<file path="src/rtl/axi_lite_pkg.sv">
`default_nettype none
// +----------------------------------------------------------------------+
// | Package     : axi_lite_pkg                                            |
// | Description : Shared AXI4-Lite response codes, read-slave state       |
// |               encoding and address-window decode helper.              |
// | Revision    : 1.0 - initial release                                   |
// +----------------------------------------------------------------------+
package axi_lite_pkg;

  localparam logic [1:0] RSP_OKAY   = 2'b00;
  localparam logic [1:0] RSP_EXOKAY = 2'b01;
  localparam logic [1:0] RSP_SLVERR = 2'b10;
  localparam logic [1:0] RSP_DECERR = 2'b11;

  typedef enum logic [1:0] {
    RD_IDLE = 2'd0,
    RD_REQ  = 2'd1,
    RD_WAIT = 2'd2,
    RD_RESP = 2'd3
  } rd_state_e;

  // Operands are one bit wider than any supported address so that
  // base + size - 1 cannot wrap at the top of the address space.
  function automatic logic in_window(input logic [64:0] addr,
                                     input logic [64:0] base,
                                     input logic [64:0] size);
    logic [64:0] last;
    last = base + size - 65'd1;
    return (addr >= base) && (addr <= last);
  endfunction

endpackage
`default_nettype wire

</file>
<file path="src/rtl/axi_lite_read_slave_if.sv">
`default_nettype none
// +----------------------------------------------------------------------+
// | Interface   : axi_lite_read_slave_if                                  |
// | Description : AXI4-Lite AR/R channels plus the local backend          |
// |               request/response handshake of the read responder.       |
// | Revision    : 1.0 - initial release                                   |
// +----------------------------------------------------------------------+
interface axi_lite_read_slave_if #(
  parameter int unsigned ADDR_WIDTH = 32
) ();

  logic                  s_axi_arready;
  logic                  s_axi_arvalid;
  logic [ADDR_WIDTH-1:0] s_axi_araddr;
  logic                  s_axi_rready;
  logic                  s_axi_rvalid;
  logic [31:0]           s_axi_rdata;
  logic [1:0]            s_axi_rresp;
  logic                  req_valid;
  logic                  req_ready;
  logic [ADDR_WIDTH-1:0] req_addr;
  logic                  rsp_valid;
  logic                  rsp_ready;
  logic [31:0]           rsp_data;
  logic                  rsp_err;

  // Responder view: AXI slave on one side, backend requester on the other.
  modport slave (
    output s_axi_arready, s_axi_rvalid, s_axi_rdata, s_axi_rresp,
    output req_valid, req_addr, rsp_ready,
    input  s_axi_arvalid, s_axi_araddr, s_axi_rready,
    input  req_ready, rsp_valid, rsp_data, rsp_err
  );

  // Environment view: AXI master plus backend.
  modport master (
    input  s_axi_arready, s_axi_rvalid, s_axi_rdata, s_axi_rresp,
    input  req_valid, req_addr, rsp_ready,
    output s_axi_arvalid, s_axi_araddr, s_axi_rready,
    output req_ready, rsp_valid, rsp_data, rsp_err
  );

endinterface
`default_nettype wire

</file>
<file path="src/rtl/axi_lite_read_slave.sv">
`default_nettype none
// +----------------------------------------------------------------------+
// | Module      : axi_lite_read_slave                                     |
// | Description : Single-outstanding AXI4-Lite read responder. Decodes    |
// |               AR against an address window, forwards valid reads to   |
// |               a local backend and returns data on R. Out-of-window    |
// |               and misaligned reads are answered locally.              |
// | Revision    : 1.0 - initial release                                   |
// +----------------------------------------------------------------------+
module axi_lite_read_slave
  import axi_lite_pkg::*;
#(
  parameter int unsigned           ADDR_WIDTH    = 32,
  parameter logic [ADDR_WIDTH-1:0] BASE_ADDR     = '0,
  parameter longint unsigned       SIZE_BYTES    = 64'd4096,
  parameter int unsigned           ERR_CNT_WIDTH = 16
) (
  input  wire                      clk,
  input  wire                      reset_n,
  axi_lite_read_slave_if.slave     bus,
  output logic [ERR_CNT_WIDTH-1:0] err_count
);

  rd_state_e                state_q, state_d;
  logic                     arready_q, arready_d;
  logic                     rvalid_q, rvalid_d;
  logic                     req_valid_q, req_valid_d;
  logic [ADDR_WIDTH-1:0]    req_addr_q, req_addr_d;
  logic [31:0]              rdata_q, rdata_d;
  logic [1:0]               rresp_q, rresp_d;
  logic [ERR_CNT_WIDTH-1:0] err_cnt_q, err_cnt_d;

  logic w_ar_hs;
  logic w_r_hs;
  logic w_in_win;
  logic w_aligned;

  // arready is registered, so a handshake needs both the state and the flag.
  assign w_ar_hs   = arready_q && bus.s_axi_arvalid;
  assign w_r_hs    = rvalid_q && bus.s_axi_rready;
  assign w_in_win  = in_window(65'(bus.s_axi_araddr), 65'(BASE_ADDR), 65'(SIZE_BYTES));
  assign w_aligned = (bus.s_axi_araddr[1:0] == 2'b00);

  // Next-state, datapath and registered-output decode.
  always_comb begin
    state_d    = state_q;
    req_addr_d = req_addr_q;
    rdata_d    = rdata_q;
    rresp_d    = rresp_q;
    err_cnt_d  = err_cnt_q;

    unique case (state_q)
      RD_IDLE: begin
        if (w_ar_hs) begin
          if (!w_in_win) begin
            state_d = RD_RESP;
            rresp_d = RSP_DECERR;
            rdata_d = '0;
          end else if (!w_aligned) begin
            state_d = RD_RESP;
            rresp_d = RSP_SLVERR;
            rdata_d = '0;
          end else begin
            state_d    = RD_REQ;
            req_addr_d = bus.s_axi_araddr - BASE_ADDR;
          end
        end
      end
      RD_REQ: begin
        if (bus.req_ready) state_d = RD_WAIT;
      end
      RD_WAIT: begin
        if (bus.rsp_valid) begin
          state_d = RD_RESP;
          rdata_d = bus.rsp_data;
          rresp_d = bus.rsp_err ? RSP_SLVERR : RSP_OKAY;
        end
      end
      RD_RESP: begin
        if (w_r_hs) begin
          state_d = RD_IDLE;
          if ((rresp_q != RSP_OKAY) && (err_cnt_q != {ERR_CNT_WIDTH{1'b1}})) begin
            err_cnt_d = err_cnt_q + ERR_CNT_WIDTH'(1);
          end
        end
      end
      default: state_d = RD_IDLE;
    endcase

    // Handshake outputs follow the next state so they are pure flops.
    arready_d   = (state_d == RD_IDLE);
    rvalid_d    = (state_d == RD_RESP);
    req_valid_d = (state_d == RD_REQ);
  end

  // State and output registers; reset aborts any transaction in flight.
  always_ff @(posedge clk or negedge reset_n) begin
    if (!reset_n) begin
      state_q     <= RD_IDLE;
      arready_q   <= 1'b0;
      rvalid_q    <= 1'b0;
      req_valid_q <= 1'b0;
      req_addr_q  <= '0;
      rdata_q     <= '0;
      rresp_q     <= RSP_OKAY;
      err_cnt_q   <= '0;
    end else begin
      state_q     <= state_d;
      arready_q   <= arready_d;
      rvalid_q    <= rvalid_d;
      req_valid_q <= req_valid_d;
      req_addr_q  <= req_addr_d;
      rdata_q     <= rdata_d;
      rresp_q     <= rresp_d;
      err_cnt_q   <= err_cnt_d;
    end
  end

  assign bus.s_axi_arready = arready_q;
  assign bus.s_axi_rvalid  = rvalid_q;
  assign bus.s_axi_rdata   = rdata_q;
  assign bus.s_axi_rresp   = rresp_q;
  assign bus.req_valid     = req_valid_q;
  assign bus.req_addr      = req_addr_q;
  assign bus.rsp_ready     = (state_q == RD_WAIT);
  assign err_count         = err_cnt_q;

endmodule
`default_nettype wire

</file>
<file path="src/flat_wrapper.sv">
// flat-port wrapper written by rule: the top's interface ports become plain ports
module axi_lite_read_slave_flat import axi_lite_pkg::*;
#(
  parameter int unsigned           ADDR_WIDTH    = 32,
  parameter logic [ADDR_WIDTH-1:0] BASE_ADDR     = '0,
  parameter longint unsigned       SIZE_BYTES    = 64'd4096,
  parameter int unsigned           ERR_CNT_WIDTH = 16
)
  (clk, reset_n, err_count, bus_s_axi_arready, bus_s_axi_rvalid, bus_s_axi_rdata, bus_s_axi_rresp, bus_req_valid, bus_req_addr, bus_rsp_ready, bus_s_axi_arvalid, bus_s_axi_araddr, bus_s_axi_rready, bus_req_ready, bus_rsp_valid, bus_rsp_data, bus_rsp_err);
  axi_lite_read_slave_if #(.ADDR_WIDTH(ADDR_WIDTH)) bus_i ();
  input  wire clk;
  input  wire reset_n;
  output logic [ERR_CNT_WIDTH-1:0] err_count;
  output wire logic [$bits(bus_i.s_axi_arready)-1:0] bus_s_axi_arready;
  output wire logic [$bits(bus_i.s_axi_rvalid)-1:0] bus_s_axi_rvalid;
  output wire logic [$bits(bus_i.s_axi_rdata)-1:0] bus_s_axi_rdata;
  output wire logic [$bits(bus_i.s_axi_rresp)-1:0] bus_s_axi_rresp;
  output wire logic [$bits(bus_i.req_valid)-1:0] bus_req_valid;
  output wire logic [$bits(bus_i.req_addr)-1:0] bus_req_addr;
  output wire logic [$bits(bus_i.rsp_ready)-1:0] bus_rsp_ready;
  input wire logic [$bits(bus_i.s_axi_arvalid)-1:0] bus_s_axi_arvalid;
  input wire logic [$bits(bus_i.s_axi_araddr)-1:0] bus_s_axi_araddr;
  input wire logic [$bits(bus_i.s_axi_rready)-1:0] bus_s_axi_rready;
  input wire logic [$bits(bus_i.req_ready)-1:0] bus_req_ready;
  input wire logic [$bits(bus_i.rsp_valid)-1:0] bus_rsp_valid;
  input wire logic [$bits(bus_i.rsp_data)-1:0] bus_rsp_data;
  input wire logic [$bits(bus_i.rsp_err)-1:0] bus_rsp_err;
  assign bus_s_axi_arready = bus_i.s_axi_arready;
  assign bus_s_axi_rvalid = bus_i.s_axi_rvalid;
  assign bus_s_axi_rdata = bus_i.s_axi_rdata;
  assign bus_s_axi_rresp = bus_i.s_axi_rresp;
  assign bus_req_valid = bus_i.req_valid;
  assign bus_req_addr = bus_i.req_addr;
  assign bus_rsp_ready = bus_i.rsp_ready;
  assign bus_i.s_axi_arvalid = bus_s_axi_arvalid;
  assign bus_i.s_axi_araddr = bus_s_axi_araddr;
  assign bus_i.s_axi_rready = bus_s_axi_rready;
  assign bus_i.req_ready = bus_req_ready;
  assign bus_i.rsp_valid = bus_rsp_valid;
  assign bus_i.rsp_data = bus_rsp_data;
  assign bus_i.rsp_err = bus_rsp_err;
  axi_lite_read_slave #(.ADDR_WIDTH(ADDR_WIDTH), .BASE_ADDR(BASE_ADDR), .SIZE_BYTES(SIZE_BYTES), .ERR_CNT_WIDTH(ERR_CNT_WIDTH)) u_core (.clk(clk), .reset_n(reset_n), .bus(bus_i), .err_count(err_count));
endmodule
</file>
<file path="config.mk">
export PLATFORM = sky130hd
export DESIGN_NAME = axi_lite_read_slave_flat
export DESIGN_NICKNAME = d
export VERILOG_FILES = /design/src/rtl/axi_lite_pkg.sv /design/src/rtl/axi_lite_read_slave_if.sv /design/src/rtl/axi_lite_read_slave.sv /design/src/flat_wrapper.sv
export SDC_FILE = /design/constraint.sdc
export NUM_CORES = 1
export LEC_CHECK = 0
export ABC_AREA = 1
export ABC_CLOCK_PERIOD_IN_PS = 4430
export BUFFER_PORTS_ARGS = -buffer_cell sky130_fd_sc_hd__buf_2
export CAP_MARGIN = 20
export CORE_MARGIN = 4
export CORE_UTILIZATION = 48
export DETAILED_ROUTE_END_ITERATION = 8
export GPL_TIMING_DRIVEN = 0
export PLACE_DENSITY = 0.91
export SYNTH_ARGS = -nofsm -noshare
export SYNTH_HDL_FRONTEND = slang
export SYNTH_SLANG_ARGS = --single-unit
</file>
<file path="constraint.sdc">
create_clock -name clk -period 4.43 [get_ports clk]
set_input_delay 1.1075 -clock clk [delete_from_list [all_inputs] [get_ports clk]]
set_output_delay 1.1075 -clock clk [all_outputs]
set_load 0.01 [all_outputs]
</file>
After elaboration in Yosys (flattened, before gate mapping):

Index checks and enable logic that the tools add are counted.

* register bits: 87
* bits of input ports: 71
* word-level logic and storage cells: 48

* add/sub/neg operators: 1
* multiplexer cells: 18
* $lt $le $gt $ge: 1
* equality and inequality tests: 9
* reduce and logical (&&, ||, !) cells: 11

Operator list (number)
* $mux W32: 4
* $pmux W32 S2: 1
* $le A32 B12 Y1 const B: 1
* $mux W2: 11
* $add A16 B1 Y16 const B: 1
* $ne A16 B16 Y1 const B: 1
* $pmux W2 S4: 1
* $reduce_and A4 Y1: 2
* $eq A2 B2 Y1 const B: 3
* $logic_not A2 Y1: 3
* $eq A2 B1 Y1 const B: 2
* $ne A2 B1 Y1 const B: 2
* $pmux W2 S2: 1
* $reduce_bool A2 Y1: 2
* $logic_and A1 B1 Y1: 3
* $ne A3 B3 Y1 const B: 1
* $reduce_and A3 Y1: 1

Depth between registers and ports, before layout:

Gate-level depths: netlist of run 1.

* depth in word-level cells: 6
* depth in mapped cells: 10
* mapped depth without buffers: 9

Least setup slack after synthesis of run 1:

Ideal clock, no wire load.

* kind: input -> register
* start point: in bus_s_axi_araddr[15]
* end point: reg u_core.req_addr_q[10], in the netlist u_core.bus.req_addr[10]
* setup slack: 2.283 ns
* path buffers: 1
* data required time: 4.307 ns
* arrival: 2.024 ns
* setup time: 0.123 ns
* cell stages on the path: 6
* cell sequence: or2_1 nor2_2 nand4_4 clkbuf_1 o21ai_0 nand2_1

* longest elaborated chain between the ends: 2

RTL lines
* start: declaration: RTL line flat_wrapper.sv:22 `input wire logic [$bits(bus_i.s_axi_araddr)-1:0] bus_s_axi_araddr;`
* $le A32 B12 Y1: RTL line axi_lite_pkg.sv:29 `return (addr >= base) && (addr <= last);`
* $reduce_and A4 Y1 (no source line)
* end signal: assignment: RTL line axi_lite_read_slave.sv:112 `req_addr_q <= req_addr_d;`
* end: declaration: RTL line axi_lite_read_slave.sv:28 `logic [ADDR_WIDTH-1:0] req_addr_q, req_addr_d;`

No other way between the ends.
A chain may end at the register's enable or synchronous reset.

Worst setup path in the final report of run 1:

* start point: reg u_core.state_q[1]
* end point: out bus_rsp_ready

* longest elaborated chain between the ends: 1

RTL lines
* start: declaration: RTL line axi_lite_read_slave.sv:24 `rd_state_e state_q, state_d;`
* start signal: assignment: RTL line axi_lite_read_slave.sv:108 `state_q <= state_d;`
* $eq A2 B2 Y1: RTL line axi_lite_read_slave.sv:125 `assign bus.rsp_ready = (state_q == RD_WAIT);`
* end: declaration: RTL line flat_wrapper.sv:20 `output wire logic [$bits(bus_i.rsp_ready)-1:0] bus_rsp_ready;`

No other way between the ends.

==> results of run 1 <==
[worst max-delay path, stage by stage, from the launching register on]
cell	delay, ns
dfrtp_1	0.33
buf_4	0.15
inv_1	0.06
nor2_1	0.16
buf_2	0.17
[routing by layer]
layer,up-vias,GRT usage (%)
met5,-,0
met4,0,6.41
met3,13,5.80
met2,140,35.6
met1,1716,25.0
li1,1764,-
[worst max path at each step]
stage | slack, ns | cells after the start | end | startpoint
finish | 2.10 | 4 | bus_rsp_ready | u_core.state_q[1]$_DFF_PN0_
CTS | 2.09 | 4 | bus_rsp_ready | u_core.state_q[1]$_DFF_PN0_
floorplan | 2.28 | 6 | u_core.bus.req_addr[10]$_DFFE_PN0P_ | bus_s_axi_araddr[15]
global route | 2.01 | 4 | bus_rsp_ready | u_core.state_q[1]$_DFF_PN0_
global placement | 1.57 | 1 | u_core.bus.s_axi_rdata[15]$_DFFE_PN0P_ | reset_n
detailed placement | 2.02 | 7 | u_core.bus.req_addr[2]$_DFFE_PN0P_ | bus_s_axi_araddr[15]
[layout make-up]
type | count | area [µm²]
multi-input cells | 289 | 1480
clock inverters | 5 | 106
flip-flops and latches | 87 | 2180
plain buffers | 24 | 150
well taps | 102 | 128
fillers | 664 | 2750
inverters | 41 | 154
clock buffers | 10 | 138
repair buffers | 156 | 806
[metrics by stage]
stage | cells | hold WS [ns] | setup WS (ns)
2_1_floorplan | 441 | 0.526 | 2.28
3_3_place_gp | 698 | 0.477 | 1.57
3_5_place_dp | 699 | 0.481 | 2.02
4_1_cts | 714 | 0.494 | 2.09
5_1_grt | 714 | 0.516 | 2.01
6_report | 714 | 0.491 | 2.10
[state kept, by name (all words and copies together), names as in the netlist]
| name | count |
|---|---|
| u_core.state_q | 2 |
| u_core.bus.s_axi_rdata | 32 |
| u_core.bus.s_axi_rvalid | 1 |
| u_core.bus.req_addr | 32 |
| u_core.err_count | 16 |
| u_core.bus.req_valid | 1 |
| u_core.bus.s_axi_arready | 1 |
| u_core.bus.s_axi_rresp | 2 |
[power groups by stage]
stage	logic, mW	clock network (mW)	registers [mW]
final	0.999	0.663	1.17
after global placement	0.967	0	1.16
after floorplan	0.522	0	1.25
after CTS	1.01	0.677	1.16
after global routing	1.12	0.714	1.19
after detailed placement	1.01	0	1.17
[cells in the final DEF, fill, tap and decap left out, drive strengths merged]
cell	Yosys	layout
xnor2	1	1
nand4	36	36
nor2	54	54
clkinvlp	0	1
bufinv	0	3
inv	41	41
or2	2	2
a21oi	1	1
clkbuf	12	22
o211ai	1	1
nor3	7	7
clkinv	0	1
nand3	48	48
ha	1	1
o21ai	20	20
nand2	108	108
xor2	8	8
dfrtp	87	87
buf	12	168
nand3b	2	2
[logic make-up after synthesis]
group                    after synthesis  share of synthesized area, %
adder cells (fa/ha/maj)                1                         0.316
flip-flops                            87                          54.9
AND/OR/NAND/NOR                      257                          31.4
buffers and inverters                 65                          7.67
XOR/XNOR                               9                          1.99
AO/OA/AOI/OAI                         22                          3.69
==> flow_metrics.py, run 1 <==
metrics = {
    "clock_tree": {
        "numCtsBuffers": 9,
        "clock-sinks": 87,
        "clockBufferDepth": 2,
        "cts-root-buf": "clkbuf_8",
        "cts-resized-gates": 0,
        "cts.htree.levels": 3,
        "clk_pin_slew_ns": 0.08,
        "tritoncts": "done",
        "clock_latency_ns": 0.35,
        "cts_setup_buffers": 0,
        "ctsHoldBuffers": 0,
    },
    "synth": {
        "synth_top_area_share_pct": 54.9,
        "netlist_area_um2": 3960,
        "synth_commonest_cells": "nand2_1, dfrtp_1, nor2_1",
        "synth_nets": 513,
        "synth.most_common_cell": "nand2_1",
        "ys_warn_count": 0,
        "yosys_register_bits": 87,
        "synth_cells": 441,
        "seq_area_frac_synth_pct": 54.9,
        "syn-mean-instance-area_um2": 8.99,
        "synth_area_leaders": "dfrtp_1, nand2_1, nand3_1",
        "yosysTopAreaCell": "dfrtp_1",
        "netlist-cell-type-count": 30,
        "synth-edff-count": 0,
        "synth-async-reset-ratio_pct": 100,
        "synthFlopType": "dfrtp_1",
    },
    "floorplan": {
        "die-area_um2": 9770,
        "io_pins": 157,
        "fp.coreArea_um2": 7890,
        "num_rows": 32,
        "dieHeight_um": 98.9,
        "initial_core_util_pct": 50.2,
        "die_w_um": 98.9,
    },
    "finish": {
        "nets": 680,
        "post-route-cell-area_um2": 5140,
        "area_delta_synth_final_pct": 29.7,
        "fin_util_pct": 65.2,
        "antennaDiodeCount": 0,
        "drive_gt1_share_pct": 34.6,
    },
    "routing": {
        "wl_per_cell_um": 14.0,
        "vias": 3633,
        "dr_wl_met3_um": 886,
        "final_antenna_net_count": 0,
        "viasPerCell": 5.09,
        "drt-met1-wl_um": 3990,
        "topRoutingLayerUsed": "met4",
        "dr_wl_met2_um": 4950,
        "postRouteWirelength_um": 9960,
        "drc_errors": 0,
        "drtPass1Iterations": 4,
        "first_iter_violations": 170,
    },
    "global_route": {
        "gr-usage-all-layers_pct": 20.6,
        "antenna_found_initial": 0,
        "grt_max_degree": 53,
        "grt_overflow": 0,
        "grt_pass1_wl_um": 16700,
        "grt_pass1_vias": 3582,
    },
    "worst_hold_path": {
        "hp-class": "reg2reg",
        "min_to": "u_core.bus.req_addr[25]$_DFFE_PN0P_",
        "min_from": "u_core.bus.req_addr[25]$_DFFE_PN0P_",
        "whs_path_depth": 2,
    },
    "critical_path": {
        "reg2reg_depth": 9,
        "crit_required_ns": 3.32,
        "r2r_slack_ns": 2.70,
        "r2r-end": "u_core.err_count[11]$_DFFE_PN0P_",
        "crit_type": "reg2out",
        "startpoint_type": "register",
        "r2r_start": "u_core.err_count[0]$_DFFE_PN0P_",
        "crit_path_end_kind": "output port",
        "path_max_fanout": 9,
        "cp_data_arrival_time_ns": 1.22,
    },
    "power": {
        "p_sw_mw": 1.05,
        "peakVddDrop_mv": 0.349,
        "p_leak_nw": 2.82,
        "clkPwrFrac_pct": 23.4,
        "power_mw": 2.83,
        "swShare_pct": 37.1,
        "power_frac_seq_pct": 41.2,
        "p_comb_share_pct": 35.3,
        "power_density_nw_per_um2": 550,
        "p_int_mw": 1.78,
    },
    "place": {
        "dpl_cell_area_um2": 4900,
        "place.gp.congestion": 0.907,
        "io_buffers": 155,
        "dp_hpwl_um": 7670,
    },
    "sta": {
        "worst_pin_slew_ns": 0.519,
        "grt_setup_unrepaired": "no",
        "fmax_mhz": 429,
        "setup_tns_ns": 0,
        "hold_violations": 0,
        "drv_slew": 0,
        "period_needed_ns": 2.33,
        "setup_violations": 0,
        "timing.final.crit_share_pct": 52.6,
        "slew_headroom_pct": 65.2,
        "fin_skew_ns": 0.0119,
    },
    "run_status": {
        "status": "finished clean",
    },
    "run": {
        "maxCapViolations": 0,
    },
}
Power figures use the tool's default switching activity.
==> run 2: changes to the inputs <==
Settings changed: ABC_AREA 1 to 0, ABC_CLOCK_PERIOD_IN_PS 4430 to 2300, CORE_UTILIZATION 48 to 47, PLACE_DENSITY 0.91 to 0.92.
Clock period 4.43 ns to 2.3 ns, I/O delays scaled along.
==> flow_metrics.py, run 2 <==
metrics = {
    "clock_tree": {
        "clock_latency_ns": 0.35,
        "tritoncts": "done",
        "cts_setup_buffers": 0,
        "numCtsBuffers": 9,
        "clockBufferDepth": 2,
        "clock-sinks": 87,
        "cts.htree.levels": 3,
        "ctsHoldBuffers": 0,
        "cts-resized-gates": 0,
        "cts-root-buf": "clkbuf_8",
        "clk_pin_slew_ns": 0.09,
    },
    "place": {
        "dpl_cell_area_um2": 4490,
        "place.gp.congestion": 0.866,
        "io_buffers": 156,
        "dp_hpwl_um": 6980,
    },
    "synth": {
        "synthFlopType": "dfrtp_1",
        "yosysTopAreaCell": "dfrtp_1",
        "yosys_register_bits": 87,
        "synth_nets": 394,
        "netlist-cell-type-count": 34,
        "synth_cells": 322,
        "synth_commonest_cells": "dfrtp_1, nand2_1, o21ai_0",
        "synth-edff-count": 0,
        "syn-mean-instance-area_um2": 11.0,
        "seq_area_frac_synth_pct": 61.3,
        "synth_area_leaders": "dfrtp_1, nand2_1, o21ai_0",
        "synth-async-reset-ratio_pct": 100,
        "synth_top_area_share_pct": 61.3,
        "netlist_area_um2": 3550,
        "synth.most_common_cell": "dfrtp_1",
        "ys_warn_count": 0,
    },
    "routing": {
        "drc_errors": 0,
        "vias": 2972,
        "postRouteWirelength_um": 8920,
        "drtPass1Iterations": 5,
        "first_iter_violations": 102,
        "final_antenna_net_count": 0,
        "viasPerCell": 5.00,
        "wl_per_cell_um": 15.0,
    },
    "global_route": {
        "antenna_found_initial": 0,
        "gr-usage-all-layers_pct": 20.3,
        "grt_max_degree": 53,
        "grt_overflow": 0,
        "grt_pass1_wl_um": 14100,
        "grt_pass1_vias": 2973,
    },
    "finish": {
        "post-route-cell-area_um2": 4670,
        "num-fill-cells": 619,
        "fin_util_pct": 64.1,
        "drive_gt1_share_pct": 40.2,
        "area_delta_synth_final_pct": 31.5,
        "antennaDiodeCount": 0,
        "final_common_cell": "buf_2",
        "nets": 562,
        "mostFrequentLayoutCells": "buf_2, dfrtp_1, nand2_1",
    },
    "sta": {
        "hold_violations": 0,
        "grt_setup_unrepaired": "no",
        "fmax_mhz": 522,
        "fin_skew_ns": 0.0125,
        "drv_slew": 0,
        "slew_headroom_pct": 57.6,
        "worst_pin_slew_ns": 0.633,
        "timing.final.crit_share_pct": 83.3,
        "period_needed_ns": 1.92,
        "setup_violations": 0,
    },
    "floorplan": {
        "io_pins": 157,
        "initial_core_util_pct": 48.7,
        "die-area_um2": 9010,
        "die_w_um": 94.9,
        "num_rows": 31,
        "dieHeight_um": 94.9,
        "fp.coreArea_um2": 7290,
    },
    "power": {
        "power_density_nw_per_um2": 943,
        "peakVddDrop_mv": 0.570,
        "p_leak_nw": 2.53,
    },
    "critical_path": {
        "startpoint_type": "register",
        "cp_data_arrival_time_ns": 2.15,
        "path_max_fanout": 7,
        "crit_path_end_kind": "register",
        "crit_required_ns": 2.54,
        "crit_type": "reg2reg",
    },
    "worst_hold_path": {
        "hp-class": "in2async",
    },
    "run_status": {
        "status": "finished clean",
    },
    "run": {
        "maxCapViolations": 0,
    },
}
run 2: changes by cell type in the layout (fill, tap and decap cells not counted), sizes merged, moves of 7 or more:
cell and change:
nor2b +24, nand3 -36, nand4 -27, nor2 -46
nor4 +7, nand2 -33, o21ai +14, inv -36
mux2 +13, xnor2 +10, xor2 -7
run 2: logic make-up (layout without fill, tap and decap cells):
logic type	count (synthesis)	in the layout	synth area share [%]
xor gates and xnor gates	12	12	2.96
AOI/OAI and AO/OA	44	44	6.66
adders and majority gates	1	1	0.352
buffers and inverters	15	188	2.04
and+or+nand+nor	150	150	22.5
DFF	87	87	61.3
muxes	13	13	4.23
run 2: worst paths after layout:
kind                                               startpoint                                     end  slack, ns  cells past startpoint
max                           u_core.err_count[0]$_DFFE_PN0P_         u_core.err_count[1]$_DFFE_PN0P_       0.38                      5
min                                                   reset_n      u_core.bus.req_addr[5]$_DFFE_PN0P_       0.17                      1
max reg2reg                   u_core.err_count[0]$_DFFE_PN0P_         u_core.err_count[1]$_DFFE_PN0P_       0.38                      5
min reg2reg                u_core.bus.req_addr[8]$_DFFE_PN0P_      u_core.bus.req_addr[8]$_DFFE_PN0P_       0.51                      1
max in group asynchronous                             reset_n  u_core.bus.s_axi_rdata[14]$_DFFE_PN0P_       1.52                      2
min in group clk                             bus_rsp_data[13]  u_core.bus.s_axi_rdata[13]$_DFFE_PN0P_       0.43                      3
run 2: layout make-up:
cell class	instances	area (µm²)	share of cell area [%]
buffer	14	68.8	1.47
clock buffer	9	124	2.65
clock inverter	7	61.3	1.31
inverter	1	3.75	0.0803
multi-input combinational	220	1300	27.9
sequential	87	2180	46.6
tap	99	124	2.65
timing repair buffer	157	811	17.4
run 2: critical path: stages, from the launching register on:
cell and delay [ns]:
dfrtp_1 0.47, ha_1 0.24, and4_1 0.27, nand4_1 0.26, and2_1 0.27, mux2_4 0.30
run 2: through the flow:
stage | instances | total power, mW | hold slack (ns) | setup slack [ns] | TNS [ns]
final | 594 | 4.41 | 0.174 | 0.383 | 0
after global placement | 577 | 3.38 | 0.473 | 0.0179 | 0
after CTS | 594 | 4.46 | 0.184 | 0.358 | 0
after global routing | 594 | 4.72 | 0.199 | 0.270 | 0
after floorplan | 322 | 2.83 | 0.279 | 0.390 | 0
after detailed placement | 578 | 3.47 | 0.484 | -0.00999 | -0.0213
run 2: metal layers:
metal / wire length, µm / vias to the layer above / global-route usage, %
met5: 0 / - / 0
met4: 104 / 0 / 6.01
met3: 751 / 11 / 5.98
met2: 4470 / 122 / 34.9
met1: 3600 / 1415 / 24.5
li1: - / 1424 / -
run 2: report_power, final:
part	switching (mW)	leakage [nW]	total [mW]	internal (mW)
Clock	0.575	0.0888	0.989	0.413
Combinational	0.761	1.29	1.28	0.522
Sequential	0.259	1.15	2.14	1.88
Total	1.60	2.53	4.41	2.81
